===== config.mk =====
export PLATFORM = sky130hd
export DESIGN_NAME = core_io_sched_flat
export DESIGN_NICKNAME = d
export VERILOG_FILES = /design/src/rtl/core_io_sched_if.sv /design/src/rtl/core_io_sched.sv /design/src/flat_wrapper.sv
export SDC_FILE = /design/constraint.sdc
export NUM_CORES = 1
export LEC_CHECK = 0
export ABC_AREA = 1
export BUFFER_PORTS_ARGS = -buffer_cell sky130_fd_sc_hd__buf_2
export CORE_AREA = 2 2 140 142
export DETAILED_ROUTE_END_ITERATION = 16
export DIE_AREA = 0 0 142 144
export PLACE_DENSITY = 0.89
export SLEW_MARGIN = 15
export SYNTH_ARGS = -nofsm -noshare
export SYNTH_HDL_FRONTEND = slang
export SYNTH_SLANG_ARGS = --single-unit
export TNS_END_PERCENT = 100

===== constraint.sdc =====
create_clock -name clk -period 2.54 [get_ports clk]
set_input_delay 0.508 -clock clk [delete_from_list [all_inputs] [get_ports clk]]
set_output_delay 0.508 -clock clk [all_outputs]
set_load 0.1 [all_outputs]

===== src/rtl/core_io_sched_if.sv =====
// -----------------------------------------------------------------------------
// core_io_sched_if
// Bundle of the scheduler's stream and core-side signals.
//   master : stream source, cores and sink (drives requests, samples, words)
//   slave  : core_io_sched (drives grants, slot status and the drained stream)
// Signals:
//   req_in, src_data, src_valid, src_ready, in_grant, in_data  - input path
//   out_en, core_out, out_busy, sink_data, sink_src,
//   sink_valid, sink_ready, ovf                                - output path
// -----------------------------------------------------------------------------
interface core_io_sched_if #(
    parameter int N_CORES = 4,
    parameter int DATA_W  = 32
);
    localparam int SRC_W = (N_CORES > 1) ? $clog2(N_CORES) : 1;

    logic [N_CORES-1:0]        req_in;
    logic [DATA_W-1:0]         src_data;
    logic                      src_valid;
    logic                      src_ready;
    logic [N_CORES-1:0]        in_grant;
    logic [DATA_W-1:0]         in_data;
    logic [N_CORES-1:0]        out_en;
    logic [N_CORES*DATA_W-1:0] core_out;
    logic [N_CORES-1:0]        out_busy;
    logic [DATA_W-1:0]         sink_data;
    logic [SRC_W-1:0]          sink_src;
    logic                      sink_valid;
    logic                      sink_ready;
    logic                      ovf;

    modport master (
        output req_in, src_data, src_valid, out_en, core_out, sink_ready,
        input  src_ready, in_grant, in_data, out_busy, sink_data, sink_src,
               sink_valid, ovf
    );

    modport slave (
        input  req_in, src_data, src_valid, out_en, core_out, sink_ready,
        output src_ready, in_grant, in_data, out_busy, sink_data, sink_src,
               sink_valid, ovf
    );
endinterface


===== src/rtl/core_io_sched.sv =====
// -----------------------------------------------------------------------------
// core_io_sched
// Shared-I/O scheduler for the core array. Hands each input sample to exactly
// one requesting core (round-robin) and drains per-core output holding slots
// onto a single output stream (round-robin).
// Ports:
//   clk    - system clock, rising edge
//   rst_n  - asynchronous active-low reset
//   bus    - core_io_sched_if.slave (request/grant input path, slot/sink
//            output path, sticky overflow flag)
// -----------------------------------------------------------------------------
module core_io_sched #(
    parameter int N_CORES = 4,
    parameter int DATA_W  = 32
) (
    input  logic            clk,
    input  logic            rst_n,
    core_io_sched_if.slave  bus
);
    localparam int SRC_W = (N_CORES > 1) ? $clog2(N_CORES) : 1;
    localparam logic [SRC_W-1:0] PTR_RST = SRC_W'(N_CORES - 1);

    // First set bit of mask searching upward from ptr+1, wrapping. Iterating
    // from the farthest candidate down lets the nearest one win last.
    function automatic logic [SRC_W-1:0] rr_pick(input logic [N_CORES-1:0] mask,
                                                 input logic [SRC_W-1:0]   ptr);
        logic [SRC_W-1:0] sel;
        logic [SRC_W-1:0] cand;
        sel = ptr;
        for (int k = N_CORES; k >= 1; k--) begin
            cand = SRC_W'((int'(ptr) + k) % N_CORES);
            if (mask[cand]) sel = cand;
        end
        return sel;
    endfunction

    logic [N_CORES-1:0] in_grant_q, in_grant_d;
    logic [DATA_W-1:0]  in_data_q, in_data_d;
    logic [SRC_W-1:0]   in_ptr_q, in_ptr_d;
    logic [N_CORES-1:0] full_q, full_d;
    logic [DATA_W-1:0]  slot_q [N_CORES];
    logic [DATA_W-1:0]  slot_d [N_CORES];
    logic [DATA_W-1:0]  sink_data_q, sink_data_d;
    logic [SRC_W-1:0]   sink_src_q, sink_src_d;
    logic               sink_valid_q, sink_valid_d;
    logic [SRC_W-1:0]   out_ptr_q, out_ptr_d;
    logic               ovf_q, ovf_d;

    logic [N_CORES-1:0] req_eff;
    logic [N_CORES-1:0] drain_mask;
    logic               src_xfer;
    logic               drain_go;
    logic [SRC_W-1:0]   in_win;
    logic [SRC_W-1:0]   out_win;

    // A core granted last cycle is masked so it has time to drop its request.
    assign req_eff       = bus.req_in & ~in_grant_q;
    assign bus.src_ready = rst_n & (|req_eff);
    assign src_xfer      = bus.src_valid & bus.src_ready;
    assign in_win        = rr_pick(req_eff, in_ptr_q);
    assign out_win       = rr_pick(full_q, out_ptr_q);
    assign drain_go      = (~sink_valid_q | bus.sink_ready) & (|full_q);

    always_comb begin
        in_grant_d = '0;
        in_data_d  = in_data_q;
        in_ptr_d   = in_ptr_q;
        if (src_xfer) begin
            in_grant_d[in_win] = 1'b1;
            in_data_d          = bus.src_data;
            in_ptr_d           = in_win;
        end
    end

    always_comb begin
        drain_mask = '0;
        if (drain_go) drain_mask[out_win] = 1'b1;

        full_d = full_q;
        slot_d = slot_q;
        ovf_d  = ovf_q;
        for (int i = 0; i < N_CORES; i++) begin
            if (bus.out_en[i]) begin
                // A slot being drained this cycle can take a new word.
                if (!full_q[i] || drain_mask[i]) begin
                    slot_d[i] = bus.core_out[i*DATA_W +: DATA_W];
                    full_d[i] = 1'b1;
                end else begin
                    ovf_d = 1'b1;
                end
            end else if (drain_mask[i]) begin
                full_d[i] = 1'b0;
            end
        end

        sink_data_d  = sink_data_q;
        sink_src_d   = sink_src_q;
        sink_valid_d = sink_valid_q;
        out_ptr_d    = out_ptr_q;
        if (drain_go) begin
            sink_data_d  = slot_q[out_win];
            sink_src_d   = out_win;
            sink_valid_d = 1'b1;
            out_ptr_d    = out_win;
        end else if (bus.sink_ready) begin
            sink_valid_d = 1'b0;
        end
    end

    always_ff @(posedge clk or negedge rst_n) begin
        if (!rst_n) begin
            in_grant_q   <= '0;
            in_data_q    <= '0;
            in_ptr_q     <= PTR_RST;
            full_q       <= '0;
            slot_q       <= '{default: '0};
            sink_data_q  <= '0;
            sink_src_q   <= '0;
            sink_valid_q <= 1'b0;
            out_ptr_q    <= PTR_RST;
            ovf_q        <= 1'b0;
        end else begin
            in_grant_q   <= in_grant_d;
            in_data_q    <= in_data_d;
            in_ptr_q     <= in_ptr_d;
            full_q       <= full_d;
            slot_q       <= slot_d;
            sink_data_q  <= sink_data_d;
            sink_src_q   <= sink_src_d;
            sink_valid_q <= sink_valid_d;
            out_ptr_q    <= out_ptr_d;
            ovf_q        <= ovf_d;
        end
    end

    assign bus.in_grant   = in_grant_q;
    assign bus.in_data    = in_data_q;
    assign bus.out_busy   = full_q;
    assign bus.sink_data  = sink_data_q;
    assign bus.sink_src   = sink_src_q;
    assign bus.sink_valid = sink_valid_q;
    assign bus.ovf        = ovf_q;
endmodule


===== src/flat_wrapper.sv =====
// flat-port wrapper written by rule: the top's interface ports become plain ports
module core_io_sched_flat 
#(
    parameter int N_CORES = 4,
    parameter int DATA_W  = 32
)
  (clk, rst_n, bus_req_in, bus_src_data, bus_src_valid, bus_out_en, bus_core_out, bus_sink_ready, bus_src_ready, bus_in_grant, bus_in_data, bus_out_busy, bus_sink_data, bus_sink_src, bus_sink_valid, bus_ovf);
  core_io_sched_if #(.N_CORES(N_CORES), .DATA_W(DATA_W)) bus_i ();
  input  logic clk;
  input  logic rst_n;
  input wire logic [$bits(bus_i.req_in)-1:0] bus_req_in;
  input wire logic [$bits(bus_i.src_data)-1:0] bus_src_data;
  input wire logic [$bits(bus_i.src_valid)-1:0] bus_src_valid;
  input wire logic [$bits(bus_i.out_en)-1:0] bus_out_en;
  input wire logic [$bits(bus_i.core_out)-1:0] bus_core_out;
  input wire logic [$bits(bus_i.sink_ready)-1:0] bus_sink_ready;
  output wire logic [$bits(bus_i.src_ready)-1:0] bus_src_ready;
  output wire logic [$bits(bus_i.in_grant)-1:0] bus_in_grant;
  output wire logic [$bits(bus_i.in_data)-1:0] bus_in_data;
  output wire logic [$bits(bus_i.out_busy)-1:0] bus_out_busy;
  output wire logic [$bits(bus_i.sink_data)-1:0] bus_sink_data;
  output wire logic [$bits(bus_i.sink_src)-1:0] bus_sink_src;
  output wire logic [$bits(bus_i.sink_valid)-1:0] bus_sink_valid;
  output wire logic [$bits(bus_i.ovf)-1:0] bus_ovf;
  assign bus_i.req_in = bus_req_in;
  assign bus_i.src_data = bus_src_data;
  assign bus_i.src_valid = bus_src_valid;
  assign bus_i.out_en = bus_out_en;
  assign bus_i.core_out = bus_core_out;
  assign bus_i.sink_ready = bus_sink_ready;
  assign bus_src_ready = bus_i.src_ready;
  assign bus_in_grant = bus_i.in_grant;
  assign bus_in_data = bus_i.in_data;
  assign bus_out_busy = bus_i.out_busy;
  assign bus_sink_data = bus_i.sink_data;
  assign bus_sink_src = bus_i.sink_src;
  assign bus_sink_valid = bus_i.sink_valid;
  assign bus_ovf = bus_i.ovf;
  core_io_sched #(.N_CORES(N_CORES), .DATA_W(DATA_W)) u_core (.clk(clk), .rst_n(rst_n), .bus(bus_i));
endmodule

### After elaboration in Yosys (flattened, before gate mapping)

Cells that the tools add are included.

* output and inout bits: 77
* logic and storage cells: 129
* register bits: 208
* input bits: 172

* mux-type cells: 55
* equality and inequality tests: 4
* bitwise gates (word level): 8
* add/sub/neg operators: 8
* reductions and logical operators: 25
* order comparisons: 13

Operator list (count)
* $bmux 32 s2: 1
* $mux 32: 2
* $mux 1: 32
* $lt 2x3->1 const B: 10
* $bmux 1 s2: 8
* $mux 2: 8
* $reduce_and 2->1: 8
* $reduce_bool 2->1: 5
* $add 2x1->2 const B: 4
* $add 2x2->2 const B: 4
* $mux 4: 2
* $ne 2x1->1 const B: 4
* $reduce_or 4->1: 2
* $and 4x4->4: 1
* $demux 1 s2: 2
* $ge 2x1->1 const B: 2
* $logic_not 1->1: 4
* $logic_or 1x1->1: 4
* $not 4->4: 1
* $and 1x1->1: 3
* $ge 3x3->1 const B: 1
* $not 2->3: 1
* $logic_and 1x1->1: 2
* $not 1->1: 1
* $or 1x1->1: 1

### Logic depth before layout (Yosys ltp)

Gate-level depths: netlist (run 1).

* depth after elaboration: 21
* mapped depth: 17

### Worst setup path after synthesis (run 1)

No wires, ideal clock.

* path type: reg-to-reg
* start: register u_core.in_grant_q[0] (netlist: u_core.bus.in_grant[0])
* end: register u_core.in_data_q[10] (netlist: u_core.bus.in_data[10])
* data arrival time: 2817 ps
* path buffers: 1
* path slack: -344 ps
* required time: 2472 ps
* stages on the path, launching flop included: 10
* cell sequence: dfrtp_1 nor2_1 inv_1 nand3_1 o21a_1 nand2_1 clkinv_1 clkbuf_1 nand2_1 nand2_1

* word-level cells in the longest chain between the ends: 5

Ends and longest elaborated chain
* start, declared: RTL line core_io_sched.sv:37 `logic [N_CORES-1:0] in_grant_q, in_grant_d;`
* start signal, assigned: RTL line core_io_sched.sv:123 `in_grant_q <= in_grant_d;`
* $not 4->4: RTL line core_io_sched.sv:57 `assign req_eff = bus.req_in & ~in_grant_q;`
* $and 4x4->4: RTL line core_io_sched.sv:57
* $reduce_or 4->1: RTL line core_io_sched.sv:58 `assign bus.src_ready = rst_n & (|req_eff);`
* $and 1x1->1: RTL line core_io_sched.sv:58
* net bus_src_ready: RTL line flat_wrapper.sv:17 `output wire logic [$bits(bus_i.src_ready)-1:0] bus_src_ready;`
* $and 1x1->1: RTL line core_io_sched.sv:59 `assign src_xfer = bus.src_valid & bus.src_ready;`
* end signal, assigned: RTL line core_io_sched.sv:124 `in_data_q <= in_data_d;`
* end, declared: RTL line core_io_sched.sv:38 `logic [DATA_W-1:0] in_data_q, in_data_d;`

The timed path passes the listed nets, and every way through them passes these cells.
A chain may end at the register's enable or synchronous reset.

### Final worst setup path (run 1)

* start: register u_core.out_ptr_q[0]
* end: register u_core.slot_q[51] in the netlist's numbering

* word-level cells in the longest chain between the ends: 14
* elaborated cells on any way between the ends: 24
* classes of those cells: add/sub: 4; order compare: 2; mux: 15; reduce/logical: 3

Ends and longest elaborated chain
* start, declared: RTL line core_io_sched.sv:46 `logic [SRC_W-1:0] out_ptr_q, out_ptr_d;`
* start signal, assigned: RTL line core_io_sched.sv:131 `out_ptr_q <= out_ptr_d;`
* $add 2x1->2: RTL line core_io_sched.sv:31 `cand = SRC_W'((int'(ptr) + k) % N_CORES);`
* $bmux 1 s2: RTL line core_io_sched.sv:32 `if (mask[cand]) sel = cand;`
* $mux 1 (implied by the code): RTL line core_io_sched.sv:32
* $mux 2 (3 in series): RTL line core_io_sched.sv:32
* $mux 2 *: RTL line core_io_sched.sv:32
* $lt 2x3->1 (implied by the code) or $ge 2x1->1 (tied branches): RTL line core_io_sched.sv:77 `if (drain_go) drain_mask[out_win] = 1'b1;`
* $logic_and 1x1->1 (implied by the code): RTL line core_io_sched.sv:77
* $mux 1 (implied by the code): RTL line core_io_sched.sv:77
* $demux 1 s2 *
* $mux 4 *: RTL line core_io_sched.sv:77
* $logic_or 1x1->1 *: RTL line core_io_sched.sv:85 `if (!full_q[i] || drain_mask[i]) begin`
* $reduce_and 2->1 (no source line) *
* end signal, assigned: RTL line core_io_sched.sv:127 `slot_q <= slot_d;`
* end, declared: RTL line core_io_sched.sv:41 `logic [DATA_W-1:0] slot_q [N_CORES];`

Mark *: on every way between the ends. The rest lies on a longest branch, timed or not. The select of a mux whose other input is x is not followed.

==> results.py, run 1 <==
metrics = {
    "run_status": {
        "outcome": "finished clean",
    },
    "floorplanning": {
        "core-area_um2": 19100,
        "design.portCount": 249,
        "die-area_um2": 20400,
        "floorplan.rows": 51,
        "initial_core_util": 0.527,
        "floorplan.die.width_um": 142,
        "die_y_um": 144,
    },
    "sta": {
        "tightestPinTransition_ps": 656,
        "relSlewSlack": 0.562,
        "hold_violations": 0,
        "period_share": 0.918,
        "max_freq_mhz": 429,
        "setup_viol": 0,
        "layout_min_cycle_time_ps": 2330,
        "final.setup_skew_ps": 8.69,
        "report.final.slew_viol_count": 0,
        "setup_total_negative_slack_ps": 0,
        "rsz0062_at_grt": "no",
        "timing.final.ws_setup_ps": 207,
    },
    "route": {
        "firstDrtPassIters": 6,
        "dr.first_iter.drc_count": 785,
        "avgRoutedWirePerCell_um": 15.7,
        "drt_wl_total_um": 27800,
        "post-route-drc-count": 0,
        "detail_route.vias_per_cell": 5.25,
        "route.antenna.remaining_nets": 0,
        "dr_total_vias": 9276,
    },
    "final_layout": {
        "fillerInstances": 1625,
        "finish.net_count": 1685,
        "areaGrowthSynthToFinish_pct": 20.8,
        "antenna_cells_inserted": 0,
        "layout.cells.most_common_list": "nand2_1, buf_2, nand3_1",
        "final_layout_size_suffix_gt1_frac": 0.226,
        "final_common_cell": "nand2_1",
    },
    "placed_design": {
        "dp_hpwl_um": 19000,
        "globalplace.congestion": 0.862,
        "pre_cts_slack_ps": 229,
        "io_buffer_count": 248,
    },
    "flow_run": {
        "maxCapViolCount": 0,
    },
    "grt": {
        "grt_util_all_layers": 0.270,
        "antenna_violations_before_repair": 0,
        "via_count_of_the_first_global_routing_pass": 8954,
        "grt_start_max_net_pins": 118,
        "grt_first_pass_wirelength_um": 44200,
        "grt_overflow_total": 0,
    },
    "worst_setup_path": {
        "reg2regPathDepth": 13,
        "critical_path_required_ps": 2930,
        "criticalPathCategory": "reg -> reg",
        "sort_of_element_at_the_end_of_the_critical_path": "flip-flop",
        "timing.critical_path.from_type": "flip-flop",
        "crit_arrival_ps": 2720,
        "maximum_fanout_along_the_worst_path": 32,
    },
    "synth": {
        "yosysWarnings": 0,
        "synth.ff_latch_count": 208,
        "post_synth_instance_area_um2": 10100,
        "syn_inst": 1287,
        "syn-num-nets": 1459,
        "synth_cell_type_count": 28,
        "synth_sequential_area_ratio": 0.518,
        "mean_syn_cell_area_um2": 7.81,
    },
    "clock_tree": {
        "cts.reportedPaths.clkPinSlew_ps": 60,
        "clock_path_buffers": 3,
        "cts.sinks": 208,
        "cts-root-buf": "clkbuf_16",
        "cts_tree": "done",
        "cts.htree.levels": 1,
        "cts_buffers": 23,
        "clk-insertion-delay-late_ps": 500,
    },
    "min_path": {
        "hold-path-cell-count": 3,
        "min-delay-path-class": "in -> reg",
    },
}
worst max-delay path, cell delays in order, from the launching register on:
cell and delay [ps]:
dfstp_2 620, inv_4 80, nand2_1 60, nand2_1 90, a21oi_1 130, nand2_1 100, nand2_4 230, inv_2 100
nor2_1 90, nand3_1 90, nand2_2 140, nand2_4 260, nand2_1 150, nand2_1 60
per-layer routing:
metal	track usage	share of wire
met5	0	0
met4	0.0716	0.023
met3	0.0374	0.080
met2	0.451	0.47
met1	0.376	0.42
cell families (layout without fill, tap and decap cells):
kind of cell / after synthesis / after routing / share of synthesized area
AOI/OAI and AO/OA: 47 / 47 / 0.0318
buffers and inverters: 197 / 439 / 0.0936
DFF: 208 / 208 / 0.518
and+or+nand+nor: 834 / 834 / 0.356
xor gates and xnor gates: 1 / 1 / 0.000871
cells in the mapped netlist:
library cell / instances / area share
o21ai_1: 1 / 0.00050
nand2_1: 569 / 0.21
o21a_1: 33 / 0.025
nand2_4: 2 / 0.0022
inv_2: 4 / 0.0015
nand4_1: 1 / 0.00062
and2_1: 1 / 0.00062
o21ai_0: 9 / 0.0045
inv_1: 113 / 0.042
buf_6: 19 / 0.021
o211ai_1: 1 / 0.00075
inv_4: 1 / 0.00062
nand3_2: 3 / 0.0030
clkinv_1: 1 / 0.00037
dfrtp_1: 204 / 0.51
xor2_1: 1 / 0.00087
clkbuf_1: 24 / 0.0090
dfstp_2: 4 / 0.010
buf_1: 6 / 0.0022
buf_2: 21 / 0.010
nand3_1: 205 / 0.10
nor2_4: 1 / 0.0011
buf_4: 8 / 0.0060
nand2_2: 9 / 0.0056
nor3_1: 1 / 0.00050
nand3b_1: 32 / 0.024
nor2_1: 10 / 0.0037
a21oi_1: 3 / 0.0015
what timing repair did:
item / 4_1_cts / 5_1_grt
setup endpoints to repair: 0 / 3
hold buffers: 1 / 0
endpoints found under the hold margin: 21 / 0
setup buffers: 0 / 0
resized for setup: 0 / 2
sequential cells by signal, indices dropped and copies added (netlist names):
signal / flops
u_core.slot_q: 128
u_core.bus.in_data: 32
u_core.bus.sink_data: 32
u_core.bus.in_grant: 4
u_core.bus.out_busy: 4
u_core.bus.sink_src: 2
u_core.in_ptr_q: 2
u_core.out_ptr_q: 2
u_core.bus.ovf: 1
u_core.bus.sink_valid: 1
metrics by stage:
stage | utilization | hold WS [ps] | cell area, um^2 | std cells
2_1_floorplan | - | 212 | 10100 | 1287
3_3_place_gp | 0.598 | 351 | 11400 | 1725
3_5_place_dp | 0.598 | 358 | 11400 | 1725
4_1_cts | 0.636 | 180 | 12100 | 1767
5_1_grt | 0.637 | 192 | 12100 | 1767
6_report | 0.637 | 197 | 12100 | 1767
path summary, 6_finish.rpt:
kind | to | slack [ps] | startpoint
worst max-delay path | u_core.slot_q[51] | 210 | u_core.out_ptr_q[0]
worst max register to register | u_core.slot_q[51] | 210 | u_core.out_ptr_q[0]
worst min register to register | u_core.slot_q[38] | 470 | u_core.slot_q[38]
worst min-delay path | u_core.bus.in_data[1] | 200 | bus_src_data[1]
max in group asynchronous | u_core.slot_q[52] | 1220 | rst_n
min in group asynchronous | u_core.bus.in_grant[3] | 420 | rst_n
area by class of cell:
class	count	area, um^2	area share
flip-flops and latches	208	5210	0.429
well taps	238	298	0.0245
repair buffers	279	1540	0.127
clock inverters	14	97.6	0.00804
inverters	119	449	0.0370
clock buffers	27	621	0.0511
multi-input cells	882	3930	0.323
Power of run 1 is left out: the tool's default activity adds up to more than one toggle a clock period on the data nets, which glitch-free logic cannot reach.
==> run 2: changes to the inputs <==
--- a/config.mk
+++ b/config.mk
@@ -6,11 +6,11 @@
 export NUM_CORES = 1
 export LEC_CHECK = 0
 export ABC_AREA = 1
-export BUFFER_PORTS_ARGS = -buffer_cell sky130_fd_sc_hd__buf_2
-export CORE_AREA = 2 2 140 142
+export CORE_AREA = 2 2 129 131
 export DETAILED_ROUTE_END_ITERATION = 16
-export DIE_AREA = 0 0 142 144
-export PLACE_DENSITY = 0.89
+export DIE_AREA = 0 0 131 133
+export DONT_BUFFER_PORTS = 1
+export PLACE_DENSITY = 0.88
 export SLEW_MARGIN = 15
 export SYNTH_ARGS = -nofsm -noshare
 export SYNTH_HDL_FRONTEND = slang
==> run 2 against run 1 <==
Compared with the run above:
- the run now ends with negative hold slack left
- fmax decreased by 0.76%
- die area decreased by 15%
- clock skew increased by 2.7 ps
- worst setup slack got worse by 18 ps
- register-to-register slack got worse by 20 ps
- design area decreased by 9.6%
- core utilization increased by 4.3 points
- highest routed layer unchanged
==> results.py, run 2 (same netlist as run 1, synthesis figures left out) <==
metrics = {
    "run_status": {
        "outcome": "finished with violations",
        "violations": "negative hold slack",
    },
    "worst_setup_path": {
        "critical_path_required_ps": 2910,
        "timing.critical_path.from_type": "flip-flop",
        "critical-path-max-stage-delay_ps": 570,
        "maximum_fanout_along_the_worst_path": 21,
        "sort_of_element_at_the_end_of_the_critical_path": "flip-flop",
        "crit_slowest_cell": "dfstp_2",
        "critPathBufInv": 3,
        "regToRegEndpoint": "u_core.slot_q[21]",
        "criticalPathCategory": "reg -> reg",
        "timing.critical_path.mode_cell": "nand2_1",
        "critPathTopFamily": "simple AND/OR/NAND/NOR gates",
        "timing.critical_path.cells": "buf_4, nand2_1, nand2_1, nand2_1, nand2_1, inv_1, nand2_1, nand2_2, nand2_2, nand3_2, nand2_2, nand2_2, buf_12, nand2_1, nand2_1",
        "reg2regPathDepth": 15,
        "r2r_slack_ps": 190,
        "rr_startpoint": "u_core.out_ptr_q[0]",
        "crit_arrival_ps": 2720,
    },
    "sta": {
        "layout_min_cycle_time_ps": 2350,
        "hold_violations": 208,
        "final.setup_skew_ps": 11.4,
        "tightestPinTransition_ps": 976,
        "setup_total_negative_slack_ps": 0,
        "period_share": 0.925,
        "rsz0062_at_grt": "no",
        "report.final.slew_viol_count": 0,
        "fin_hold_ws_ps": -299,
        "relSlewSlack": 0.349,
        "setup_viol": 0,
        "max_freq_mhz": 425,
    },
    "final_layout": {
        "layout.cells.most_common_list": "nand2_1, nand3_1, dfrtp_1",
        "largest_reg_flops": 128,
        "antenna_cells_inserted": 0,
        "multi_input_area_um2": 3940,
        "final_layout_size_suffix_gt1_frac": 0.0820,
        "finish.net_count": 1449,
        "final_common_cell": "nand2_1",
        "register_area_um2": 5210,
        "final_util": 0.679,
        "registers.top_by_ff_count": "u_core.slot_q",
        "areaGrowthSynthToFinish_pct": 9.21,
        "fillerInstances": 1296,
    },
    "floorplanning": {
        "die-area_um2": 17400,
        "core-area_um2": 16200,
        "floorplan.rows": 47,
        "floorplan.die.width_um": 131,
        "initial_core_util": 0.622,
        "design.portCount": 249,
        "die_y_um": 133,
    },
    "route": {
        "firstDrtPassIters": 5,
        "routed-wl-met2_um": 12200,
        "avgRoutedWirePerCell_um": 16.8,
        "dr_total_vias": 8307,
        "met3WireLength_um": 2490,
        "drt_wl_total_um": 25400,
        "post-route-drc-count": 0,
        "dr.first_iter.drc_count": 655,
        "route.top_layer_used": "met4",
        "drt-met1-wl_um": 9920,
        "route.antenna.remaining_nets": 0,
        "detail_route.vias_per_cell": 5.49,
    },
    "clock_tree": {
        "cts_tree": "done",
        "cts-root-buf": "clkbuf_16",
        "clock_path_buffers": 3,
        "cts_buffers": 23,
        "cts.sinks": 208,
        "cts.htree.levels": 1,
        "cts.reportedPaths.clkPinSlew_ps": 60,
        "clk-insertion-delay-late_ps": 500,
    },
    "grt": {
        "grt_util_all_layers": 0.295,
        "grt_overflow_total": 0,
        "via_count_of_the_first_global_routing_pass": 8316,
        "antenna_violations_before_repair": 0,
        "grt_first_pass_wirelength_um": 40500,
        "grt_start_max_net_pins": 210,
    },
    "flow_run": {
        "maxCapViolCount": 0,
    },
    "placed_design": {
        "dp_hpwl_um": 17100,
        "globalplace.congestion": 0.897,
        "io_buffer_count": 0,
    },
    "min_path": {
        "min-delay-path-class": "in -> async",
    },
}
## run 2: changes by cell type in the layout (fill, tap and decap cells not counted), sizes merged
cell / delta
clkinv: -7
inv: +1
clkbuf: +3
buf: -235
clkinvlp: +1
dlygate4sd3: -1
bufinv: +1
## run 2: worst max-delay path by stage
stage               slack [ps]  depth (start not counted)                 endpoint                    from
floorplan                   30                          9   u_core.bus.in_data[10]  u_core.bus.in_grant[0]
finish                     190                         15        u_core.slot_q[21]     u_core.out_ptr_q[0]
global placement           330                         14  u_core.bus.sink_data[1]     u_core.out_ptr_q[0]
global route                60                         15           u_core.bus.ovf     u_core.out_ptr_q[0]
detailed placement         190                         14        u_core.slot_q[35]     u_core.out_ptr_q[0]
CTS                        160                         14        u_core.slot_q[50]     u_core.out_ptr_q[0]
## run 2: layer usage
layer / up-vias / global-route usage
li1: 3969 / -
met1: 3889 / 0.364
met2: 380 / 0.498
met3: 69 / 0.0829
met4: 0 / 0.0957
met5: - / 0
## run 2: layout make-up
type,instances,area share
clock inverters,10,0.0101
repair buffers,43,0.0337
multi-input cells,882,0.358
inverters,119,0.0409
flip-flops and latches,208,0.474
well taps,220,0.0251
clock buffers,30,0.0575
## run 2: timing repair
item	CTS	global route
endpoints found under the hold margin	208	208
setup endpoints to repair	0	51
resized for setup	0	8
setup buffers	0	2
## run 2: metrics by stage
stage               instances  cell area [um^2]  hold WS (ps)  worst slack [ps]
floorplan                1287             10100           212              26.9
global placement         1470             10200           215               328
detailed placement       1470             10200           215               188
CTS                      1510             10900          -308               155
finish                   1512             11000          -299               189
global route             1512             11000          -318              61.2
## run 2: worst register-to-register path, cell delays in order, from the launching register on
cell	delay [ps]
dfstp_2	570
buf_4	150
nand2_1	60
nand2_1	110
nand2_1	100
nand2_1	80
inv_1	60
nand2_1	100
nand2_2	110
nand2_2	150
nand3_2	90
nand2_2	90
nand2_2	190
buf_12	230
nand2_1	70
nand2_1	70
Power of run 2 is left out for the same reason.
==> run 3: changes to the inputs <==
--- a/config.mk
+++ b/config.mk
@@ -6,9 +6,9 @@
 export NUM_CORES = 1
 export LEC_CHECK = 0
 export ABC_AREA = 1
-export CORE_AREA = 2 2 129 131
+export CORE_AREA = 2 2 181 94
 export DETAILED_ROUTE_END_ITERATION = 16
-export DIE_AREA = 0 0 131 133
+export DIE_AREA = 0 0 183 96
 export DONT_BUFFER_PORTS = 1
 export PLACE_DENSITY = 0.88
 export SLEW_MARGIN = 15
==> run 3 against run 2 <==
Compared with the run above:
- the run still ends with negative hold slack left
- via count increased by 4.2%
- critical path depth down 1
- register-to-register slack lost 50 ps
- sequential share of layout area is 0.33 points lower
- first-iteration DRC count increased by 40%
- core utilization is 1.1 points higher
- fmax is 2.1% lower
- global-route usage rose by 2.1 points
- sequential cell count unchanged
- final cell count hardly changed
- routed wire length increased by 10%
==> results.py, run 3 (same netlist as run 1, synthesis figures left out) <==
metrics = {
    "sta": {
        "setup_total_negative_slack_ps": 0,
        "rsz0062_at_grt": "no",
        "relSlewSlack": 0.373,
        "max_freq_mhz": 416,
        "final.setup_skew_ps": 20.8,
        "report.final.slew_viol_count": 0,
        "setup_viol": 0,
        "fin_hold_ws_ps": -296,
        "hold_violations": 208,
        "tightestPinTransition_ps": 940,
        "layout_min_cycle_time_ps": 2400,
        "period_share": 0.945,
    },
    "route": {
        "detail_route.vias_per_cell": 5.72,
        "dr.first_iter.drc_count": 915,
        "avgRoutedWirePerCell_um": 18.4,
        "firstDrtPassIters": 6,
        "dr_total_vias": 8659,
        "drt_wl_total_um": 27900,
        "route.antenna.remaining_nets": 0,
        "post-route-drc-count": 0,
    },
    "final_layout": {
        "layout.cells.most_common_list": "nand2_1, nand3_1, dfrtp_1",
        "finish.net_count": 1462,
        "areaGrowthSynthToFinish_pct": 9.97,
        "multi_input_area_um2": 3950,
        "final_layout_size_suffix_gt1_frac": 0.0890,
        "register_area_um2": 5210,
        "final_common_cell": "nand2_1",
        "antenna_cells_inserted": 0,
        "largest_reg_flops": 128,
        "fillerInstances": 1271,
        "final_area_um2": 11100,
        "registers.top_by_ff_count": "u_core.slot_q",
    },
    "run_status": {
        "violations": "negative hold slack",
        "outcome": "finished with violations",
    },
    "worst_setup_path": {
        "timing.critical_path.cells": "inv_4, nand2_1, nand2_1, nand2_1, nand2_1, inv_1, nand3_2, buf_12, nand3_1, nand2_1, nand2_4, buf_12, nand2_1, o21a_1",
        "crit_arrival_ps": 2780,
        "r2r_slack_ps": 140,
        "maximum_fanout_along_the_worst_path": 49,
        "critical-path-max-stage-delay_ps": 630,
        "timing.critical_path.from_type": "flip-flop",
        "timing.critical_path.mode_cell": "nand2_1",
        "sort_of_element_at_the_end_of_the_critical_path": "flip-flop",
        "crit_slowest_cell": "dfstp_2",
        "criticalPathCategory": "reg -> reg",
        "critical_path_required_ps": 2920,
    },
    "clock_tree": {
        "post_cts_buffers": 0,
        "clk-insertion-delay-late_ps": 510,
        "cts.htree.levels": 1,
        "cts_tree": "done",
        "cts.reportedPaths.clkPinSlew_ps": 60,
        "cts-root-buf": "clkbuf_16",
        "clock_path_buffers": 3,
        "cts_buffers": 20,
        "cts.sinks": 208,
    },
    "placed_design": {
        "place_area_um2": 10300,
        "dp_hpwl_um": 19600,
        "io_buffer_count": 0,
        "globalplace.congestion": 0.901,
    },
    "floorplanning": {
        "floorplan.die.width_um": 183,
        "initial_core_util": 0.628,
        "design.portCount": 249,
        "floorplan.rows": 33,
        "die-area_um2": 17600,
        "die_y_um": 96,
        "core-area_um2": 16000,
    },
    "flow_run": {
        "maxCapViolCount": 0,
    },
    "grt": {
        "antenna_violations_before_repair": 1,
        "grt_first_pass_wirelength_um": 42700,
        "grt_util_all_layers": 0.316,
        "grt_start_max_net_pins": 210,
        "via_count_of_the_first_global_routing_pass": 8093,
        "grt_overflow_total": 0,
    },
    "min_path": {
        "min-delay-path-class": "in -> async",
    },
}
[run 3: path summary, 6_finish.rpt]
| kind | startpoint | endpoint | depth (start not counted) |
|---|---|---|---|
| min in group clk | bus_src_data[8] | u_core.bus.in_data[8] | 2 |
| min reg2reg | u_core.slot_q[42] | u_core.slot_q[42] | 2 |
| max | u_core.out_ptr_q[0] | u_core.slot_q[101] | 14 |
| min | rst_n | u_core.slot_q[2] | 0 |
| max reg2reg | u_core.out_ptr_q[0] | u_core.slot_q[101] | 14 |
| max in group asynchronous | rst_n | u_core.in_ptr_q[1] | 0 |
[run 3: cell type report]
| cell class | instances | share of cell area |
|---|---|---|
| inverters | 119 | 0.0406 |
| multi-input cells | 882 | 0.357 |
| repair buffers | 59 | 0.0476 |
| well taps | 210 | 0.0238 |
| clock buffers | 28 | 0.0507 |
| flip-flops and latches | 208 | 0.471 |
| clock inverters | 7 | 0.00905 |
[run 3: repair_timing]
item                                    in CTS  in global routing
resized for setup                            0                  6
endpoints found under the setup margin       0                 83
hold endpoints to repair                   208                208
[run 3: critical path, delay by kind of cell (launching register included)]
family / cells / cell delay (ps)
AO/OA/AOI/OAI: 1 / 110
buffers and inverters: 4 / 570
flip-flops: 1 / 630
AND/OR/NAND/NOR: 9 / 940
[run 3: stage by stage]
step            util  setup slack, ps  std cells
4_1_cts        0.687             90.5       1512
3_5_place_dp   0.646              106       1477
3_3_place_gp   0.646              182       1477
2_1_floorplan      -             26.9       1287
6_report       0.690              139       1513
5_1_grt        0.690             4.50       1513
[run 3: routing by layer]
metal  up-vias  track usage  wire, um
li1       4003            -         -
met1      4140        0.468     12300
met2       465        0.451     11500
met3        49        0.105      3490
met4         2       0.0700       591
met5         -            0        13
Power of run 3 is left out for the same reason.
